`config.mk`:
```
export PLATFORM = sky130hd
export DESIGN_NAME = enc_rr_arbiter
export DESIGN_NICKNAME = d
export VERILOG_FILES = /design/src/rtl/enc_rr_arbiter.sv
export SDC_FILE = /design/constraint.sdc
export NUM_CORES = 1
export LEC_CHECK = 0
export BUFFER_PORTS_ARGS = -buffer_cell sky130_fd_sc_hd__buf_2
export CELL_PAD_IN_SITES_DETAIL_PLACEMENT = 1
export CELL_PAD_IN_SITES_GLOBAL_PLACEMENT = 2
export CORE_MARGIN = 1.5
export CORE_UTILIZATION = 25
export CTS_BUF_LIST = sky130_fd_sc_hd__clkbuf_4 sky130_fd_sc_hd__clkbuf_8
export DETAILED_ROUTE_END_ITERATION = 10
export PLACE_DENSITY_LB_ADDON = 0.1
export SYNTH_ARGS = -nofsm -noshare
export SYNTH_HDL_FRONTEND = slang
export SYNTH_SLANG_ARGS = --single-unit
export TNS_END_PERCENT = 10
```
`constraint.sdc`:
```
create_clock -name CLK -period 3.55 [get_ports CLK]
set_input_delay 0.71 -clock CLK [delete_from_list [all_inputs] [get_ports CLK]]
set_output_delay 0.71 -clock CLK [all_outputs]
set_load 0.01 [all_outputs]
```
`src/rtl/enc_rr_arbiter.sv`:
```
// enc_rr_arbiter: round-robin arbiter granting an encoded resource to one of eight requesters
module enc_rr_arbiter #(
  parameter int HOLD_MAX = 16,
  parameter int CNTW     = 16
) (
  input  logic            CLK,
  input  logic            RST,
  input  logic [7:0]      req_in,
  input  logic            EN_release,
  output logic [7:0]      grant_out,
  output logic [2:0]      grant_idx,
  output logic            RDY_grant,
  output logic            timeout_out,
  output logic [CNTW-1:0] grant_count
);
  typedef enum logic {IDLE, GRANTED} state_t;
  state_t state, state_d;
  logic [2:0] ptr, winner, off;
  logic [7:0] rot, hold_cnt;
  logic done, forced;
  // rotate requests so ptr sits at bit 0, pick the lowest set bit, rotate back
  always_comb begin
    rot = 8'({req_in, req_in} >> ptr);
    off = 3'd0;
    for (int i = 7; i >= 0; i--) if (rot[i]) off = 3'(i);
    winner = ptr + off;
  end
  // end-of-grant detection and next state; release and requester drop outrank timeout
  always_comb begin
    done    = EN_release || !req_in[grant_idx] || hold_cnt == 8'(HOLD_MAX - 1);
    forced  = done && !EN_release && req_in[grant_idx];
    state_d = state == IDLE ? (|req_in ? GRANTED : IDLE) : (done ? IDLE : GRANTED);
  end
  // state register
  always_ff @(posedge CLK) begin
    if (RST) state <= IDLE;
    else     state <= state_d;
  end
  // registered grant outputs, rotation pointer, hold timer and grant counter
  always_ff @(posedge CLK) begin
    if (RST) begin
      ptr         <= 3'd0;
      hold_cnt    <= 8'd0;
      grant_out   <= 8'h00;
      grant_idx   <= 3'd0;
      timeout_out <= 1'b0;
      grant_count <= '0;
    end else begin
      timeout_out <= state == GRANTED && forced;
      if (state == IDLE && |req_in) begin
        grant_out   <= 8'd1 << winner;
        grant_idx   <= winner;
        hold_cnt    <= 8'd0;
        grant_count <= &grant_count ? grant_count : grant_count + CNTW'(1);
      end else if (state == GRANTED) begin
        if (done) begin
          ptr       <= grant_idx + 3'd1;
          grant_out <= 8'h00;
          grant_idx <= 3'd0;
          hold_cnt  <= 8'd0;
        end else begin
          hold_cnt  <= hold_cnt + 8'd1;
        end
      end
    end
  end
  assign RDY_grant = state == GRANTED;
endmodule

```
==> results.md, run 1 <==
- Cell chosen for the clock root: clkbuf_8
- Fraction of power spent switching nets: about a third
- Most instantiated library cell after synthesis: dfxtp_1
- Via total after detailed routing: 1931
- Leading post-synthesis cells by cell area: dfxtp_1 35%, mux4_2 5.9%, nor2_1 5.6%
- Area of the mapped netlist: approximately 2300 um^2
- Portion of total power attributed to combinational logic: 25.9%
- Overall track demand over capacity in global routing: about an eighth
- Last weighted congestion value of the routability-driven placer: 0.7707
- Max Slew Vio Count: 0
- Arrival time of data at the critical path endpoint: 3.48 ns
- Post-route clock period utilization: 90.89%
- Leading area contributor after synthesis: dfxtp_1
- Die X: around 100 um
- Largest fanout of any net on the critical path: 5
- Async set-or-reset flop fraction in the synthesized netlist: 0%
- Layout Nets: 299
- Final antenna diode count: 0
- Type of the setup path with the least slack: in2reg
- Fin crit period: 3.227 ns
- Die extent in y: slightly below 100 um
- Wirelength per Cell: 15.28 um
- Total leakage power: 1.053 nW
- Max-cap check violation count: 0
- Area growth syn-to-layout: 19.75%
- CTS sink cnt: 40
- Pre-Repair DR Iteration Count: 7
- Count of endpoints failing hold in the final timing report: 0
- Count of flip-flops with a built-in enable after synthesis: 0
- Number of antenna violations at the first check in global routing: 0
- Number of buffers on the longest clock path: 2
- Nature of the critical path endpoint: flip-flop
- Synthesized instance count: 241
- Post-route DRC: 2
- TritonCTS clock tree: yes
- Via density per instance: 4.926
- Sequential share of the synthesized area: 35.01%
- Main synth FF type: dfxtp_1
- Clock group share of total power: 32.1%
- Leading cell types by count after synthesis: 40 x dfxtp_1, 34 x nor2_1, 13 x xor2_1
- Number of core rows: 34
- Power per cell area: 447.4 nW/um^2
- Die area: approximately 10000 um^2
- Setup repair after global routing missed its margin: false
- Reg2reg setup slack: about 0.33 ns
- Fin util: between 30 and 40%
- Post-DP HPWL: 4.435 mm
- Iteration-0 DRC count of the detailed router: 35
- # H-tree levels: 2
- Global-route wire length before repair: 10.09 mm
- Port buffer count: 39
- Sequential fraction of design power: 42.0%
- Type of the tightest min-delay check: reg2reg
- Net switching power: 390.4 uW
- Clock input transition at the sequential cells of the worst setup and hold paths: ~0.090 ns
- Cell area after placement: 2623 um^2
- Top cell type's share of synthesized area: 35.01%
- Total of endpoints with negative setup slack in the final report: 0
- Number of nets produced by synthesis: 257
- Layout cell share with drive strength beyond 1: 25.70%
- Effective utilization at floorplan: 25.97%
- Number of top-level pins: 40
- Yosys Warn Count: 0
- Final instance area: 2739 um^2
- Violated checks: design-rule violations
- Number of antenna-violating nets in the routed design: 0
- Clk Latency, worst-skew pair: 0.30 ns
- # fillers: a little over 1k
- Gr ovfl total: 0
- Maximum clock rate: 0.3099 GHz
- Worst clock skew on the final layout: 0.01126 ns
- FF+latch count, synth: 40
- Maximum vdd drop: around 0.13 mV
- Outcome: complete, but fails checks
- Headroom to the max-slew limit: 57.64%
- Maximum number of pins on one net before global-route repair: 33
- Sum of routed wire length over all layers: 5.989 mm
- Placeable core area: 8806 um^2
- Number of global-route vias before repair: 1947
- Power Internal: roughly 840 uW
- Launching element type of the critical path: input pin
- Data required time of the worst path: 3.80 ns
- Syn Area/Cell: roughly 9.5 um^2
- Number of buffers created by CTS: 5
- Worst slew pin tran: between 0.6 and 0.7 ns
- Library cells used by synthesis: 53
[flip-flops by register name, indices dropped and copies added, names as in the netlist]
signal,count
hold_cnt,8
timeout_out,1
RDY_grant,1
grant_out,8
grant_idx,3
ptr,3
grant_count,16
[worst max-delay path, stage by stage]
cell      delay [ns]
buf_2           0.10
mux4_1          0.55
mux2_2          0.31
a221oi_1        0.29
o221ai_1        0.20
ha_1            0.22
inv_1           0.06
fa_1            0.48
nor4_1          0.38
a22o_1          0.18
[final timing paths]
path | endpoint | startpoint | cells past startpoint
max reg2reg | grant_out[6] | ptr[2] | 9
max | grant_out[6] | req_in[4] | 10
min | grant_out[0] | grant_out[0] | 1
min reg2reg | grant_out[0] | grant_out[0] | 1
[power by group through the flow]
| stage | clock network (mW) | logic, mW | registers, mW |
|---|---|---|---|
| floorplan | 0 | 0.225 | 0.521 |
| global placement | 0 | 0.322 | 0.527 |
| detailed placement | 0 | 0.322 | 0.527 |
| CTS | 0.409 | 0.323 | 0.517 |
| global route | 0.428 | 0.353 | 0.522 |
| finish | 0.393 | 0.317 | 0.515 |
[cell families (layout without fill, tap and decap cells)]
kind of cell	count (synthesis)	after routing	share of synthesized area [%]
buffers and inverters	19	62	3.555
multiplexers	20	20	14.93
XOR/XNOR	23	23	9.464
adder cells (fa/ha/maj)	5	5	3.064
flip-flops	40	40	35.01
AO/OA/AOI/OAI	39	39	12.53
AND/OR/NAND/NOR	95	95	21.44
[layout make-up]
cell class	count	area, um^2	share of cell area [%]
clock buffer	5	68.82	2.513
clock inverter	3	46.29	1.690
inverter	7	26.28	0.9593
multi-input combinational	182	1405	51.30
sequential	40	802.0	29.28
tap	108	135.1	4.934
timing repair buffer	47	255.2	9.319
[routing by layer]
layer	track usage [%]	up-vias	part of all wire, %
met5	0	-	0
met4	4.176	0	1.6
met3	2.695	9	2.9
met2	21.26	26	48
met1	16.95	933	47
li1	-	963	-
[metrics by stage]
step	worst slack, ns	hold WS, ns	power (mW)	setup TNS [ns]	cells
6_report	0.3233	0.4678	1.225	0	392
5_1_grt	0.1269	0.4932	1.302	0	392
4_1_cts	0.2095	0.4745	1.249	0	392
3_5_place_dp	-0.0004166	0.4499	0.8491	-0.0004166	384
3_3_place_gp	0.09926	0.4500	0.8493	0	384
2_1_floorplan	0.3787	0.4704	0.7457	0	241
[cell usage in the layout, fill, tap and decap left out, types with 4 or more instances in the layout]
cell,n
ha_1,4
nand3_1,7
mux4_1,4
a21oi_1,8
nand2_1,12
mux2i_1,9
a22o_1,6
mux4_2,6
nor2_1,34
inv_1,6
o21ai_0,5
nand3b_1,4
dfxtp_1,39
buf_4,8
clkbuf_8,5
nor4_1,5
buf_2,39
nand4_1,7
or3_1,4
xnor2_1,8
xor2_1,13
nor3_1,5
[timing repair]
item	in CTS	in global routing
endpoints found under the setup margin	0	3
setup buffers	0	0
hold buffers	0	0
gates resized for setup	0	1
No activity file was read; power rests on OpenSTA's default activity.
==> run 2, diff against run 1 <==
SETUP_SLACK_MARGIN = 0.1   (was not set)
clock period = 3.3 ns   (was 3.55 ns; I/O delays follow)
==> results.md, run 2 (synthesis gave the netlist of run 1 again) <==
- Maximum vdd drop: 0.1422 mV
- Launching element type of the critical path: input pin
- Worst clock skew on the final layout: 0.008097 ns
- TritonCTS clock tree: yes
- Number of antenna violations at the first check in global routing: 0
- Reg2reg setup slack: 0.27 ns
- Overall track demand over capacity in global routing: 12.95%
- Top register by number of flip-flops: grant_count
- Port buffer count: 39
- Clock input transition at the sequential cells of the worst setup and hold paths: 0.09 ns
- Minimum setup slack in the final design: 0.2372 ns
- Arrival time of data at the critical path endpoint: 3.23 ns
- Pre-Repair DR Iteration Count: 6
- Maximum number of pins on one net before global-route repair: 33
- Type of the setup path with the least slack: in2reg
- Largest fanout of any net on the critical path: 4
- Worst slew pin tran: 0.6288 ns
- Via density per instance: approximately 4.8
- Total leakage power: 1.144 nW
- Die X: 98.65 um
- Number of core rows: 34
- Nature of the critical path endpoint: flip-flop
- Sum of routed wire length over all layers: ~5.9 mm
- Cell depth of the worst min-delay path: 1
- Total of endpoints with negative setup slack in the final report: 0
- Setup bufs post-CTS: 0
- Commonest non-fill, non-tap cell in the layout: buf_2
- Placed insts: 403
- CTS sink cnt: 40
- Area growth syn-to-layout: 26.70%
- Overall power: 1.291 mW
- Max-cap check violation count: 0
- Post-route clock period utilization: about 93%
- Gr ovfl total: 0
- Data required time of the worst path: between 3 and 4 ns
- Iteration-0 DRC count of the detailed router: 38
- Start point of the worst hold path: grant_out[4]
- Max reg flops: 16
- Number of top-level pins: 40
- Headroom to the max-slew limit: slightly below 60%
- Final hold slack: 0.4729 ns
- # H-tree levels: 2
- Power per cell area: 445.5 nW/um^2
- Placement-stage worst setup slack: -0.1685 ns
- Post-route DRC: 0
- Cell chosen for the clock root: clkbuf_8
- # fillers: 1019
- Layout cell share with drive strength beyond 1: 32.67%
- Count of endpoints failing hold in the final timing report: 0
- Depth of the worst register-to-register path: 10
- Via total after detailed routing: just under 2k
- Number of buffers created by CTS: 5
- Worst Hold Path EP: grant_out[4]
- Wirelength per Cell: 14.36 um
- Type of the tightest min-delay check: reg2reg
- Max Slew Vio Count: 0
- Post-DP HPWL: 4.430 mm
- Final antenna diode count: 0
- Global-route wire length before repair: 10.16 mm
- Registers with the most flip-flops: grant_count: 16 flops, grant_out: 8 flops, hold_cnt: 8 flops
- Maximum clock rate: 0.3265 GHz
- Fin util: 32.91%
- Number of global-route vias before repair: a little over 2k
- Placeable core area: 8806 um^2
- Layout Nets: 318
- Post-Layout Cell Count: between 400 and 500
- Worst r2r dst: grant_out[5]
- Outcome: finished, final reports clean
- Clk Latency, worst-skew pair: roughly 0.29 ns
- Post-cts hold buffer count: 0
- Die extent in y: 98.65 um
- Fin crit period: between 3 and 4 ns
- Die area: 9732 um^2
- Number of antenna-violating nets in the routed design: 0
- Number of buffers on the longest clock path: 2
- Last weighted congestion value of the routability-driven placer: approximately 0.76
- Setup repair after global routing missed its margin: true
- Startpoint of the most critical register-to-register path: ptr[2]
- Effective utilization at floorplan: 25.97%
- Most used cells in the layout excluding fill and tap cells: 39 x buf_2, 38 x dfxtp_1, 34 x nor2_1
[run 2: how the worst max path moves through the flow]
stage / from / to / slack, ns / cells past startpoint
after detailed placement: req_in[3] / grant_idx[2] / -0.17 / 13
after global placement: req_in[3] / grant_out[5] / -0.15 / 12
after floorplan: req_in[4] / grant_out[2] / 0.18 / 9
after CTS: ptr[1] / grant_idx[2] / 0.11 / 11
final: req_in[3] / grant_idx[2] / 0.24 / 14
after global routing: req_in[3] / grant_idx[2] / 0.09 / 14
[run 2: power by group]
group          total, mW  switching [mW]  internal (mW)
Clock              0.332           0.185          0.148
Combinational      0.408           0.202          0.205
Sequential         0.551          0.0368          0.514
Total               1.29           0.424          0.867
[run 2: area by class of cell]
cell class | count | area (um^2) | share of cell area, %
Clock buffer | 5 | 68.82 | 2.375
Clock inverter | 3 | 18.77 | 0.6477
Inverter | 7 | 26.28 | 0.9067
Multi-Input combinational cell | 182 | 1448 | 49.96
Sequential cell | 40 | 803.3 | 27.72
Tap cell | 108 | 135.1 | 4.663
Timing Repair Buffer | 66 | 397.9 | 13.73
[run 2: critical path, cell delays in order]
cell	delay, ns
buf_2	0.10
buf_4	0.13
mux4_2	0.50
or2b_1	0.24
a21o_1	0.18
o221ai_2	0.18
ha_2	0.20
inv_1	0.04
fa_2	0.37
xnor2_1	0.15
buf_4	0.16
nor3_1	0.05
mux2i_1	0.17
o41ai_1	0.09
[run 2: metal layers]
layer	part of all wire, %	global-route usage [%]	wire length (um)
met3	2.3	2.553	138
met2	50	22.22	2935
met1	47	16.61	2781
met5	0	0	0
met4	0.83	3.626	49
[run 2: repair_timing]
action / in CTS / in global routing
gates cloned: 0 / 0
hold endpoints to repair: 0 / 0
setup endpoints to repair: 3 / 10
gates resized for setup: 1 / 8
[run 2: metrics by stage]
| step | setup TNS, ns | area [um^2] |
|---|---|---|
| after global routing | 0 | 2898 |
| after global placement | -1.284 | 2765 |
| after detailed placement | -1.360 | 2765 |
| after CTS | 0 | 2854 |
| after floorplan | 0 | 2287 |
| final | 0 | 2898 |
==> run 3, diff against run 2 <==
RECOVER_POWER = 50   (was not set)
==> results.md, run 3 (synthesis gave the netlist of run 1 again) <==
- Total leakage power: 1.013 nW
- Worst slew pin tran: 0.6358 ns
- Number of global-route vias before repair: between 2k and 2.5k
- Total of endpoints with negative setup slack in the final report: 0
- Post-DP HPWL: 4.430 mm
- Pre-Repair DR Iteration Count: 6
- Die area: 9732 um^2
- Type of the tightest min-delay check: reg2reg
- Largest fanout of any net on the critical path: 4
- Type of the setup path with the least slack: in2reg
- Layout cell share with drive strength beyond 1: 22.11%
- Sum of routed wire length over all layers: 5.927 mm
- Arrival time of data at the critical path endpoint: between 3 and 4 ns
- Headroom to the max-slew limit: 57.61%
- Gr ovfl total: 0
- Post-cts hold buffer count: 0
- Most used cells in the layout excluding fill and tap cells: 38 x dfxtp_1, 34 x nor2_1, 31 x clkbuf_1
- Area growth syn-to-layout: 24.56%
- Commonest non-fill, non-tap cell in the layout: dfxtp_1
- Maximum vdd drop: 0.1410 mV
- Fin crit period: between 3 and 4 ns
- Last weighted congestion value of the routability-driven placer: around 0.76
- Final hold slack: 0.4760 ns
- Launching element type of the critical path: input pin
- Die X: 98.65 um
- Via density per instance: 4.783
- Maximum number of pins on one net before global-route repair: 33
- Clock input transition at the sequential cells of the worst setup and hold paths: 0.09 ns
- CTS sink cnt: 40
- Die extent in y: ~100 um
- Number of top-level pins: 40
- Post-route DRC: 0
- Overall power: 1.283 mW
- Registers with the most flip-flops: grant_count: 16 flops, grant_out: 8 flops, hold_cnt: 8 flops
- Placed insts: 403
- Overall track demand over capacity in global routing: 12.95%
- Outcome: finished, final reports clean
- Final antenna diode count: 0
- Max reg flops: 16
- Count of endpoints failing hold in the final timing report: 0
- Via total after detailed routing: 1966
- Cell chosen for the clock root: clkbuf_8
- Global-route wire length before repair: between 10 and 15 mm
- Number of core rows: 34
- Post-Layout Cell Count: 411
- Port buffer count: 39
- Nature of the critical path endpoint: flip-flop
- Number of buffers created by CTS: 5
- Number of antenna violations at the first check in global routing: 0
- Number of buffers on the longest clock path: 2
- Post-Route Setup TNS: 0 ns
- Post-route clock period utilization: 92.77%
- # H-tree levels: 2
- Data required time of the worst path: 3.46 ns
- Iteration-0 DRC count of the detailed router: 35
- Number of antenna-violating nets in the routed design: 0
- Layout Nets: 318
- Maximum clock rate: 0.3266 GHz
- Max Slew Vio Count: 0
- Clk Latency, worst-skew pair: 0.29 ns
- Worst clock skew on the final layout: approximately 0.0074 ns
- Effective utilization at floorplan: about a quarter
- Wirelength per Cell: roughly 14 um
- Setup repair after global routing missed its margin: true
- Max-cap check violation count: 0
- Placeable core area: about 9000 um^2
- Power per cell area: between 400 and 500 nW/um^2
- Top register by number of flip-flops: grant_count
- TritonCTS clock tree: yes
-- run 3: changes by cell type in the layout (fill, tap and decap cells not counted), sizes merged --
| cell | change |
|---|---|
| buf | -32 |
| clkbuf | +32 |
-- run 3: per-layer routing --
metal	vias up	wire (um)	share of wire [%]	GRT usage, %
met2	21	2952	50	22.22
met4	0	36	0.61	3.626
li1	1005	-	-	-
met1	938	2798	47	16.61
met5	-	0	0	0
met3	2	139	2.3	2.553
-- run 3: through the flow --
stage               setup slack (ns)  utilization [%]  cell area, um^2
global placement             -0.1535            31.40             2765
detailed placement           -0.1685            31.40             2765
CTS                           0.1126            32.41             2854
floorplan                     0.1787                -             2287
global route                 0.07631            32.35             2849
finish                        0.2385            32.35             2849
-- run 3: power breakdown --
part           internal [mW]  switching, mW  leakage (nW)
sequential             0.514         0.0377         0.325
clock                  0.148          0.185        0.0479
combinational          0.197          0.202         0.640
-- run 3: final timing paths --
check | from | end | slack, ns | cells after the start
worst min-delay path | grant_out[4] | grant_out[4] | 0.48 | 1
worst max-delay path | req_in[3] | grant_idx[2] | 0.24 | 14
worst min register to register | grant_out[4] | grant_out[4] | 0.48 | 1
worst max register to register | ptr[2] | grant_out[5] | 0.27 | 10
-- run 3: what timing repair did --
| item | CTS | global route |
|---|---|---|
| setup buffers | 0 | 0 |
| resized for setup | 1 | 8 |
| cloned | 0 | 0 |
| setup endpoints to repair | 3 | 10 |
-- run 3: area by class of cell --
class	instances	area, um^2
timing repair buffer	66	354.1
tap	108	135.1
inverter	7	26.28
fill	1029	5957
sequential	40	803.3
clock buffer	5	68.82
multi-input combinational	182	1443
clock inverter	3	18.77
-- run 3: worst max-delay path, stage by stage --
cell and delay, ns:
buf_2 0.10, clkbuf_1 0.12, mux4_2 0.52, or2b_1 0.24
a21o_1 0.18, o221ai_2 0.18, ha_2 0.20, inv_1 0.04
fa_2 0.37, xnor2_1 0.15, buf_4 0.16, nor3_1 0.05
mux2i_1 0.17, o41ai_1 0.09
